--- src/rtl/lsu_mem_initiator.sv ---
`default_nettype none
// ============================================================================
// Module   : lsu_mem_initiator
// Brief    : Load/store unit initiator for a word-addressed data memory.
//            Handles byte/half/word access with read-modify-write sub-word stores.
// Revision : 1.0 - initial release
// ============================================================================
module lsu_mem_initiator #(
    parameter int ADDR_W = 32
) (
    input  logic              clk,
    input  logic              rst,
    input  logic              req_valid,
    output logic              req_ready,
    input  logic              req_store,
    input  logic [2:0]        req_funct3,
    input  logic [ADDR_W-1:0] req_addr,
    input  logic [31:0]       req_wdata,
    output logic              resp_valid,
    input  logic              resp_ready,
    output logic [31:0]       resp_rdata,
    output logic              resp_err,
    output logic              MemRead,
    output logic              MemWrite,
    output logic [ADDR_W-1:0] mem_addr,
    output logic [31:0]       mem_wdata,
    input  logic [31:0]       mem_rdata
);

    localparam logic [1:0] c_st_idle   = 2'd0;
    localparam logic [1:0] c_st_access = 2'd1;
    localparam logic [1:0] c_st_write  = 2'd2;
    localparam logic [1:0] c_st_resp   = 2'd3;

    localparam logic [2:0] c_f3_b  = 3'b000;
    localparam logic [2:0] c_f3_h  = 3'b001;
    localparam logic [2:0] c_f3_w  = 3'b010;
    localparam logic [2:0] c_f3_bu = 3'b100;
    localparam logic [2:0] c_f3_hu = 3'b101;

    logic [1:0]  r_state;
    logic        r_store;
    logic [2:0]  r_funct3;
    logic [1:0]  r_off;
    logic [15:0] r_wdata_lo;

    logic        w_illegal;
    logic        w_misalign;
    logic        w_bad;
    logic [7:0]  w_byte;
    logic [15:0] w_half;
    logic [31:0] w_load;
    logic [31:0] w_merge;

    // Request decode works on the live inputs, only consulted in IDLE.
    always_comb begin
        w_illegal  = (req_funct3 == 3'b011) || (req_funct3[2:1] == 2'b11) ||
                     (req_store && req_funct3[2]);
        w_misalign = ((req_funct3[1:0] == 2'b01) && req_addr[0]) ||
                     ((req_funct3 == c_f3_w) && (req_addr[1:0] != 2'b00));
        w_bad      = w_illegal || w_misalign;
    end

    always_comb begin
        w_byte = mem_rdata[{r_off, 3'b000} +: 8];
        w_half = mem_rdata[{r_off[1], 4'b0000} +: 16];
        case (r_funct3)
            c_f3_b:  w_load = {{24{w_byte[7]}}, w_byte};
            c_f3_bu: w_load = {24'd0, w_byte};
            c_f3_h:  w_load = {{16{w_half[15]}}, w_half};
            c_f3_hu: w_load = {16'd0, w_half};
            default: w_load = mem_rdata;
        endcase
    end

    // Only SB (funct3[0]=0) and SH (funct3[0]=1) ever reach the merge path.
    always_comb begin
        w_merge = mem_rdata;
        if (r_funct3[0]) begin
            w_merge[{r_off[1], 4'b0000} +: 16] = r_wdata_lo;
        end else begin
            w_merge[{r_off, 3'b000} +: 8] = r_wdata_lo[7:0];
        end
    end

    always_ff @(posedge clk or posedge rst) begin
        if (rst) begin
            r_state    <= c_st_idle;
            r_store    <= 1'b0;
            r_funct3   <= 3'd0;
            r_off      <= 2'd0;
            r_wdata_lo <= 16'd0;
            req_ready  <= 1'b1;
            resp_valid <= 1'b0;
            resp_rdata <= 32'd0;
            resp_err   <= 1'b0;
            MemRead    <= 1'b0;
            MemWrite   <= 1'b0;
            mem_addr   <= '0;
            mem_wdata  <= 32'd0;
        end else begin
            case (r_state)
                c_st_idle: begin
                    if (req_valid) begin
                        r_store    <= req_store;
                        r_funct3   <= req_funct3;
                        r_off      <= req_addr[1:0];
                        r_wdata_lo <= req_wdata[15:0];
                        req_ready  <= 1'b0;
                        if (w_bad) begin
                            resp_valid <= 1'b1;
                            resp_err   <= 1'b1;
                            resp_rdata <= 32'd0;
                            r_state    <= c_st_resp;
                        end else begin
                            mem_addr <= {req_addr[ADDR_W-1:2], 2'b00};
                            if (req_store && (req_funct3 == c_f3_w)) begin
                                MemWrite  <= 1'b1;
                                mem_wdata <= req_wdata;
                                r_state   <= c_st_write;
                            end else begin
                                MemRead <= 1'b1;
                                r_state <= c_st_access;
                            end
                        end
                    end
                end
                c_st_access: begin
                    MemRead <= 1'b0;
                    if (r_store) begin
                        MemWrite  <= 1'b1;
                        mem_wdata <= w_merge;
                        r_state   <= c_st_write;
                    end else begin
                        resp_valid <= 1'b1;
                        resp_err   <= 1'b0;
                        resp_rdata <= w_load;
                        r_state    <= c_st_resp;
                    end
                end
                c_st_write: begin
                    MemWrite   <= 1'b0;
                    resp_valid <= 1'b1;
                    resp_err   <= 1'b0;
                    resp_rdata <= 32'd0;
                    r_state    <= c_st_resp;
                end
                c_st_resp: begin
                    if (resp_ready) begin
                        resp_valid <= 1'b0;
                        resp_err   <= 1'b0;
                        resp_rdata <= 32'd0;
                        req_ready  <= 1'b1;
                        r_state    <= c_st_idle;
                    end
                end
                default: begin
                    r_state <= c_st_idle;
                end
            endcase
        end
    end

endmodule
`default_nettype wire

--- config.mk ---
export PLATFORM = sky130hd
export DESIGN_NAME = lsu_mem_initiator
export DESIGN_NICKNAME = d
export VERILOG_FILES = /design/src/rtl/lsu_mem_initiator.sv
export SDC_FILE = /design/constraint.sdc
export NUM_CORES = 1
export LEC_CHECK = 0
export BUFFER_PORTS_ARGS = -buffer_cell sky130_fd_sc_hd__buf_2
export CAP_MARGIN = 20
export CORE_ASPECT_RATIO = 0.7
export CORE_MARGIN = 2
export CORE_UTILIZATION = 55
export CTS_CLUSTER_SIZE = 30
export DETAILED_ROUTE_END_ITERATION = 10
export PLACE_DENSITY = 0.85
export SETUP_SLACK_MARGIN = 0.1
export SYNTH_ARGS = -nofsm -noshare
export SYNTH_HDL_FRONTEND = slang
export SYNTH_SLANG_ARGS = --single-unit
--- constraint.sdc ---
create_clock -name clk -period 5.37 [get_ports clk]
set_input_delay 0.2685 -clock clk [delete_from_list [all_inputs] [get_ports clk]]
set_output_delay 0.2685 -clock clk [all_outputs]
set_load 0.02 [all_outputs]
-- After elaboration in Yosys (flattened, before gate mapping)
Index checks and enable logic that the tools add are counted.
Widths: inputs -> output; s select.
- add/sub/neg operators: 2
- equality and inequality tests: 18
- shift operators: 6
- multiplexer cells: 39
- bitwise operators: 1
- reduce and logical (&&, ||, !) cells: 22
- operators by type and width (kind ; count):
    $mux 32 ; 9
    $pmux 32 s4 ; 2
    $bwmux 32 ; 2
    $pmux 32 s2 ; 1
    $shift 16x7->32 const A ; 1
    $shift 8x7->32 const A ; 1
    $shiftx 16x7->32 ; 1
    $shiftx 32x6->16 ; 1
    $shiftx 32x6->8 ; 1
    $shiftx 8x7->32 ; 1
    $ne 2x2->1 const B ; 8
    $mux 1 ; 15
    $neg 5->7 ; 2
    $reduce_and 5->1 ; 2
    $mux 2 ; 4
    $pmux 1 s4 ; 2
    $pmux 2 s4 ; 1
    $reduce_and 4->1 ; 2
    $eq 2x2->1 const B ; 3
    $eq 3x2->1 const B ; 2
    $eq 3x3->1 const B ; 2
    $reduce_and 3->1 ; 2
    $reduce_bool 2->1 ; 3
    $eq 2x1->1 const B ; 2
    other kinds (10) ; 18
- flip-flop bits (word level): 123
- output and inout port bits: 101
- word-level logic and storage cells: 101

-- Longest topological paths before layout
Gate-level depths: netlist (run 1).
- depth after elaboration: 7
- depth in mapped cells: 10

-- Worst setup path after synthesis (run 1)
No wires, ideal clock.
- path type: register to register
- from: reg r_off[0]
- to: reg mem_wdata[31]
- setup time: 0.095 ns
- arrival: 2.342 ns
- data required time: 5.275 ns
- setup slack: 2.933 ns
- cell stages (with the launch flop): 9
- path buffers: 2
- cells stage by stage: dfrtp_1 > clkbuf_1 > clkbuf_1 > inv_1 > ha_1 > or3b_1 > nor3_2 > a221oi_1 > o31ai_1
- cells in the longest elaborated chain, start to end: 6
- elaborated cells on any way between the ends: 7
- RTL lines (element ; RTL line ; source):
    from (decl) ; 44 ; logic [1:0] r_off;
    from (signal assigned) ; 107 ; r_off <= req_addr[1:0];
    $neg 5->7 (*) ; 82 ; w_merge[{r_off, 3'b000} +: 8] = r_wdata_lo[7:0];
    $shiftx 8x7->32 / $shift 8x7->32 (equally long branches) ; 82 ;
    $bwmux 32 (*) ; 82 ;
    $mux 32 (*) ; 79 ; if (r_funct3[0]) begin
    $mux 32 (*) ; 130 ; if (r_store) begin
    $pmux 32 s2 (*) ; 102 ; case (r_state)
    to (signal assigned) ; 119 ; mem_wdata <= req_wdata;
    to (signal assigned) ; 132 ; mem_wdata <= w_merge;
    to (decl) ; 26 ; output logic [31:0] mem_wdata,
Every way passes the cells marked *; elsewhere a longest branch is shown, timed or not. The select of a mux whose other input is x is not followed.
A chain may end at the register's enable or synchronous reset.

-- Worst setup path in the final report (run 1)
- from: reg r_off[0]
- to: reg mem_wdata[9]
Same word-level chain as after synthesis.

==> results.txt, run 1 <==
----------------------------------------------------
[Flow run]
  Reported max-cap violation count ... 0

[Critical path]
  Category of the worst setup path capture point ... register
  Arrival time of the worst setup path ... 3.39 ns
  Critical R2R Capture ... mem_wdata[9]
  Setup slack, reg-to-reg ... 2.28 ns
  Delay of the slowest cell on the worst path ... 0.90 ns
  Critical Path Start Type ... register
  Data required time at the worst endpoint ... 5.68 ns
  Critical path type ... reg -> reg
  R2r worst-path depth ... 6
  Worst reg2reg path startpoint ... r_off[0]
  Cell with the biggest individual delay on the critical path ... sky130_fd_sc_hd__dfrtp_1
  Biggest fanout along the worst timing path ... 27
  CP top delay family ... simple AND/OR/NAND/NOR gates
  CP bufs+invs ... 1
  Critical path, cell by cell ... inv_1 -> ha_1 -> or3b_1 -> nor2_1 -> a221oi_1 -> o31ai_1

[Logic synthesis]
  Synth Instances ... 671
  Most common flop cell mapped by yosys ... sky130_fd_sc_hd__dfrtp_1
  Share of flip-flops with an asynchronous set or reset after synthesis ... 100.0%
  Synth top cells by count ... sky130_fd_sc_hd__dfrtp_1 (122), sky130_fd_sc_hd__o21ai_0 (121), sky130_fd_sc_hd__mux2_2 (75)
  Most common cell in the synthesized netlist ... sky130_fd_sc_hd__dfrtp_1
  Yosys Warn Count ... 0
  Largest area contributor in the netlist ... sky130_fd_sc_hd__dfrtp_1
  Synthesized area per cell ... 10.27 um^2
  Netlist area before placement ... 0.006890 mm^2
  Flop and latch count out of synthesis ... 123
  Proportion of netlist area held by the largest area contributor ... 44.31%
  Most area-consuming cells after synthesis ... sky130_fd_sc_hd__dfrtp_1 (44%), sky130_fd_sc_hd__mux2_2 (12%), sky130_fd_sc_hd__o21ai_0 (8.8%)
  Number of unique standard cell types used by synthesis ... 53
  Number of flops mapped to enable cells by yosys ... 0
  Sequential fraction of the synthesis area ... 44.69%

[Drt]
  Drt total wl ... 22,280 um
  Routed via count ... 6,556
  Detailed-route wire length per cell ... 21.98 um
  Number of remaining DRC errors ... 0
  Starting DRT DRC Count ... 853
  First-pass DRT Iterations ... 6
  Via density ... 6.465
  Remaining antenna violation count ... 0

[Place]
  Post-DP HPWL ... 14,730 um
  Count of input and output buffers ... 202
  Weighted congestion reported at the end of routability-driven placement ... 0.8828
  Number of cells after detailed placement ... 979
  Placed cell areas ... 0.007890 mm^2

[CTS]
  Buffers from clock root to sink, at most ... 2
  Number of buffers inserted during clock tree synthesis ... 17
  Clock tree from TritonCTS ... built
  CTS HTree Levels ... 4
  Clock-pin slew of the registers on the worst-case setup and hold paths ... 0.06 ns
  Total number of clock tree sinks ... 123
  Root buf cell ... sky130_fd_sc_hd__clkbuf_16
  Number of setup buffers added after CTS ... 0
  Hold-fix buffer count after cts ... 0
  Number of gates resized after cts ... 0
  Clock latency at the later pin of the worst-skew pair ... 0.42 ns

[Cells and area]
  Area growth from synthesis to layout ... 24.30%
  Layout cell share with drive strength beyond 1 ... 38.85%
  Design Area, Final ... 0.008564 mm^2
  Post-layout nets ... 953
  Number of standard cells in the layout, taps in and fillers out ... 1,014
  Antenna diode count ... 0

[Global route]
  Vias in the first global route ... 6,171
  Initial antenna violation count ... 0
  Total track usage ... 32.64%
  Global-route wire length before repair ... 33,570 um
  Largest net degree at the start of global routing ... 80
  Total global routing overflow ... 0

[Die]
  Count of pins on the block boundary ... 205
  Effective utilization at floorplan ... 55.85%
  Die area ... 0.01345 mm^2
  Die height ... 97.65 um
  Number of core rows ... 34
  Die X ... 137.8 um
  Placeable Area ... 0.01234 mm^2

[Power]
  Leakage power figure ... 3.837 nW
  Power, Total ... 5.762 mW
  Switch Pwr ... 2.565 mW
  Part of the total power dissipated in sequential elements ... 30.9%
  Peak ir drop on the vdd network ... 0.4675 mV
  Internal Dissipation ... 3.197 mW
  Share of power burned in the clock network ... 20.5%
  Pwr Density ... 672.8 mW/mm^2
  Switching share of power ... 44.51%
  Combinational fraction of design power ... 48.6%

[STA]
  Time the final worst path needs with I/O delays and setup ... 3.086 ns
  # setup viols final ... 0
  Final hold violation count ... 0
  Setup TNS ... 0 ns
  Actual slew at the worst max-slew pin ... 1.149 ns
  Unrepaired setup endpoints after global routing ... no
  Slew margin rel. ... 23.38%
  Setup clock skew after layout ... 0.008622 ns
  Highest Clock Rate ... 0.3240 GHz
  Number of max-slew violations in the final report ... 0
  Final period util ... 57.47%

[Hold path]
  Min-Delay Path Class ... in -> async

[Outcome]
  Result of the run ... completed

----------------------------------------------------
## worst max-delay path by stage
| stage | start | endpoint | slack, ns | depth (start not counted) |
|---|---|---|---|---|
| floorplan | rst | MemRead | 1.83 | 1 |
| global placement | req_store | resp_err | 2.18 | 5 |
| detailed placement | r_state[0] | resp_err | 2.15 | 6 |
| CTS | r_state[0] | resp_err | 2.12 | 6 |
| global route | r_state[1] | mem_wdata[3] | 2.10 | 7 |
| finish | r_off[0] | mem_wdata[9] | 2.28 | 6 |
## layout make-up
class / instances / area [um^2]
Fill cell: 927 / 3772
Multi-Input combinational cell: 466 / 3466
Sequential cell: 123 / 3080
Timing Repair Buffer: 213 / 1141
Clock buffer: 21 / 460.4
Tap cell: 162 / 202.7
Clock inverter: 11 / 143.9
Inverter: 18 / 70.07
## per-layer routing
metal	vias up	GRT usage (%)	wire, um
met4	0	11.22	541
met5	-	0	0
met3	52	9.129	2670
li1	2908	-	-
met1	3139	46.81	9098
met2	457	47.57	9972
## registers in the layout, summed over array words and instances, names as in the netlist
register    count
resp_err        1
mem_addr       30
r_wdata_lo     16
resp_valid      1
r_state         2
r_off           2
r_store         1
resp_rdata     32
MemRead         1
req_ready       1
r_funct3        3
mem_wdata      32
MemWrite        1
## cells in the final DEF (no fill, tap or decap), types with 5 or more instances in the layout
cell type / instances
sky130_fd_sc_hd__buf_2: 202
sky130_fd_sc_hd__dfrtp_1: 121
sky130_fd_sc_hd__o21ai_0: 120
sky130_fd_sc_hd__mux2_2: 75
sky130_fd_sc_hd__o31ai_1: 47
sky130_fd_sc_hd__nand2_1: 20
sky130_fd_sc_hd__o221ai_1: 19
sky130_fd_sc_hd__a21oi_1: 18
sky130_fd_sc_hd__a221oi_1: 17
sky130_fd_sc_hd__clkbuf_16: 17
sky130_fd_sc_hd__inv_1: 16
sky130_fd_sc_hd__o22ai_1: 16
sky130_fd_sc_hd__o211ai_1: 16
sky130_fd_sc_hd__nand2b_1: 14
sky130_fd_sc_hd__mux2i_1: 12
sky130_fd_sc_hd__ha_1: 9
sky130_fd_sc_hd__nor2_1: 8
sky130_fd_sc_hd__nand4b_1: 8
sky130_fd_sc_hd__buf_4: 8
sky130_fd_sc_hd__nand3_1: 7
sky130_fd_sc_hd__a211oi_1: 7
sky130_fd_sc_hd__or3_1: 5
sky130_fd_sc_hd__nand4bb_1: 5
## through the flow
step | hold slack, ns | setup WS, ns | util [%]
after global placement | 0.4799 | 2.180 | 63.96
after global routing | 0.07422 | 2.097 | 69.42
after detailed placement | 0.4784 | 2.151 | 63.96
after floorplan | 0.3853 | 1.832 | -
final | 0.02130 | 2.284 | 69.42
after CTS | 0.04506 | 2.124 | 68.85
## kinds of logic after synthesis
logic type,share of synthesized area (%)
flip-flops,44.69
AO/OA/AOI/OAI,25.62
buffers and inverters,5.193
multiplexers,14.00
adder cells (fa/ha/maj),1.816
AND/OR/NAND/NOR,8.626
other,0.05442
## power by group through the flow
stage	sequential, mW	clock [mW]	combinational [mW]
4_1_cts	1.76	1.18	2.71
2_1_floorplan	2.08	0	1.55
3_5_place_dp	1.77	0	2.67
3_3_place_gp	1.75	0	2.62
6_report	1.78	1.18	2.80
5_1_grt	1.83	1.23	3.00
(Power assumes the default switching activity.)
==> inputs of run 2 (changes only) <==
CORE_UTILIZATION = 52   (was 55)
PLACE_DENSITY = 0.81   (was 0.85)
clock period = 2.95 ns   (was 5.37 ns; I/O delays follow)
==> run 2 against run 1 <==
Net effect: sequential cell count is the same; clock skew about the same; combinational power up 88%; worst hold slack improved by 0.00068 ns; register-to-register slack got worse by 2.0 ns; maximum frequency up 18%; non-clock buffer count rose by 58; first-iteration DRC count increased by 18%; critical path depth stayed put; critical path type unchanged; utilization up 0.59 points.
==> results.txt, run 2 (same netlist as run 1, synthesis figures left out) <==
----------------------------------------------------
[Outcome]
  Result of the run ... completed

[Critical path]
  Critical R2R Capture ... mem_wdata[11]
  Arrival time of the worst setup path ... 2.94 ns
  Launching element of the worst setup path ... r_off[1]
  Setup slack, reg-to-reg ... 0.33 ns
  Logic depth of the worst path, buffers included ... 6
  Critical Path Start Type ... register
  Delay of the slowest cell on the worst path ... 0.58 ns
  Critical Path End ... mem_wdata[11]
  Data required time at the worst endpoint ... 3.27 ns
  Critical path, cell by cell ... inv_1 -> ha_1 -> or3b_1 -> nor2_1 -> a221oi_1 -> o31ai_1
  Biggest fanout along the worst timing path ... 22
  Cell with the biggest individual delay on the critical path ... sky130_fd_sc_hd__dfrtp_2
  Critical path type ... reg -> reg
  Worst reg2reg path startpoint ... r_off[1]
  R2r worst-path depth ... 6
  CP bufs+invs ... 1
  CP top delay family ... simple AND/OR/NAND/NOR gates
  Category of the worst setup path capture point ... register

[CTS]
  Root buf cell ... sky130_fd_sc_hd__clkbuf_16
  Number of setup buffers added after CTS ... 0
  Number of buffers inserted during clock tree synthesis ... 17
  CTS HTree Levels ... 4
  Clock tree from TritonCTS ... built
  Total number of clock tree sinks ... 123
  Buffers from clock root to sink, at most ... 2
  Clock latency at the later pin of the worst-skew pair ... 0.42 ns
  Clock-pin slew of the registers on the worst-case setup and hold paths ... 0.06 ns

[Place]
  Placed cell areas ... 0.008026 mm^2
  Post-DP HPWL ... 15,460 um
  Count of input and output buffers ... 202
  Weighted congestion reported at the end of routability-driven placement ... 0.8892

[STA]
  Setup TNS ... 0 ns
  Worst hold slack ... 0.02198 ns
  Time the final worst path needs with I/O delays and setup ... 2.617 ns
  Unrepaired setup endpoints after global routing ... no
  Final hold violation count ... 0
  Highest Clock Rate ... 0.3821 GHz
  Slew margin rel. ... 33.65%
  Actual slew at the worst max-slew pin ... 0.9951 ns
  Setup clock skew after layout ... 0.008615 ns
  Final period util ... 88.71%
  Number of max-slew violations in the final report ... 0
  # setup viols final ... 0

[Global route]
  Total global routing overflow ... 0
  Initial antenna violation count ... 0
  Total track usage ... 33.87%
  Largest net degree at the start of global routing ... 67
  Global-route wire length before repair ... 36,950 um
  Vias in the first global route ... 6,714

[Die]
  Die height ... 100.3 um
  Die X ... 141.6 um
  Placeable Area ... 0.01305 mm^2
  Number of core rows ... 35
  Effective utilization at floorplan ... 52.80%
  Count of pins on the block boundary ... 205
  Die area ... 0.01420 mm^2

[Drt]
  Starting DRT DRC Count ... 1,008
  First-pass DRT Iterations ... 7
  Detailed-route wire length per cell ... 22.58 um
  Drt total wl ... 24,290 um
  Routed via count ... 7,047
  Number of remaining DRC errors ... 0
  Via density ... 6.549
  Remaining antenna violation count ... 0

[Hold path]
  Min-Delay Path Class ... in -> reg

[Cells and area]
  Leading cell type in the layout, fill and taps excluded ... sky130_fd_sc_hd__buf_2
  Post-layout nets ... 1,011
  Design Area, Final ... 0.009136 mm^2
  Layout cell share with drive strength beyond 1 ... 37.80%
  Antenna diode count ... 0
  Most used cells in the layout excluding fill and tap cells ... sky130_fd_sc_hd__buf_2 (202), sky130_fd_sc_hd__dfrtp_1 (121), sky130_fd_sc_hd__o21ai_0 (120)
  Biggest registers after layout ... mem_wdata x32, resp_rdata x32, mem_addr x30
  Area growth from synthesis to layout ... 32.59%

[Power]
  Pwr Density ... 1181 mW/mm^2
  Peak ir drop on the vdd network ... 0.6671 mV
  Leakage power figure ... 4.101 nW

[Flow run]
  Reported max-cap violation count ... 0

----------------------------------------------------
[run 2: cell types whose count changed in the layout (fill, tap and decap cells not counted), moves of 2 or more]
cell,previous run,this run
sky130_fd_sc_hd__clkbuf_1,2,0
sky130_fd_sc_hd__buf_4,8,20
sky130_fd_sc_hd__clkinv_2,3,1
sky130_fd_sc_hd__inv_6,0,3
sky130_fd_sc_hd__clkbuf_8,2,0
sky130_fd_sc_hd__clkinvlp_4,4,2
sky130_fd_sc_hd__buf_16,2,0
sky130_fd_sc_hd__buf_12,0,2
sky130_fd_sc_hd__dlygate4sd3_1,0,47
sky130_fd_sc_hd__clkinv_4,1,5
[run 2: cell type report]
class / count / area, um^2
clock inverters: 15 / 214.0
clock buffers: 17 / 425.4
well taps: 166 / 207.7
inverters: 18 / 71.32
flip-flops and latches: 123 / 3080
repair buffers: 271 / 1672
fillers: 945 / 3914
multi-input cells: 466 / 3466
[run 2: power breakdown]
part           internal (mW)  total (mW)  switching, mW
registers               2.52        3.24          0.723
logic                   1.97        5.25           3.28
clock network           1.43        2.30          0.863
[run 2: worst register-to-register path, delay by kind of cell (launching register included)]
kind | cells | cell delay [ns]
adders and majority gates | 1 | 0.34
and+or+nand+nor | 2 | 0.97
buffers and inverters | 1 | 0.18
AOI/OAI and AO/OA | 2 | 0.45
DFF | 1 | 0.58
[run 2: worst min-delay path by stage]
stage | start | to | slack (ns) | cells past startpoint
2_1_floorplan | req_funct3[1] | r_funct3[1] | 0.26 | 2
3_3_place_gp | rst | mem_addr[22] | 0.33 | 2
3_5_place_dp | rst | mem_addr[28] | 0.33 | 2
4_1_cts | req_wdata[15] | r_wdata_lo[15] | 0.005 | 2
5_1_grt | req_wdata[15] | r_wdata_lo[15] | 0.01 | 2
6_report | req_wdata[15] | r_wdata_lo[15] | 0.02 | 2
[run 2: repair_timing]
action,CTS,global route
endpoints found under the hold margin,78,0
resized for setup,0,0
hold buffers,47,0
[run 2: metrics by stage]
stage               power, mW  setup WS, ns  util [%]  cells
global placement        8.105        0.6256     61.51    997
global route            11.33        0.1416     70.01   1076
CTS                     10.61        0.4562     70.01   1076
finish                  10.79        0.3331     70.01   1076
detailed placement      8.244        0.4681     61.51    997
floorplan               6.605        0.5130         -    672
[run 2: per-layer routing]
| metal | GRT usage, % | share of wire, % |
|---|---|---|
| met1 | 47.95 | 40 |
| met2 | 49.96 | 45 |
| met3 | 9.494 | 12 |
| met4 | 12.54 | 2.8 |
| met5 | 0 | 0 |
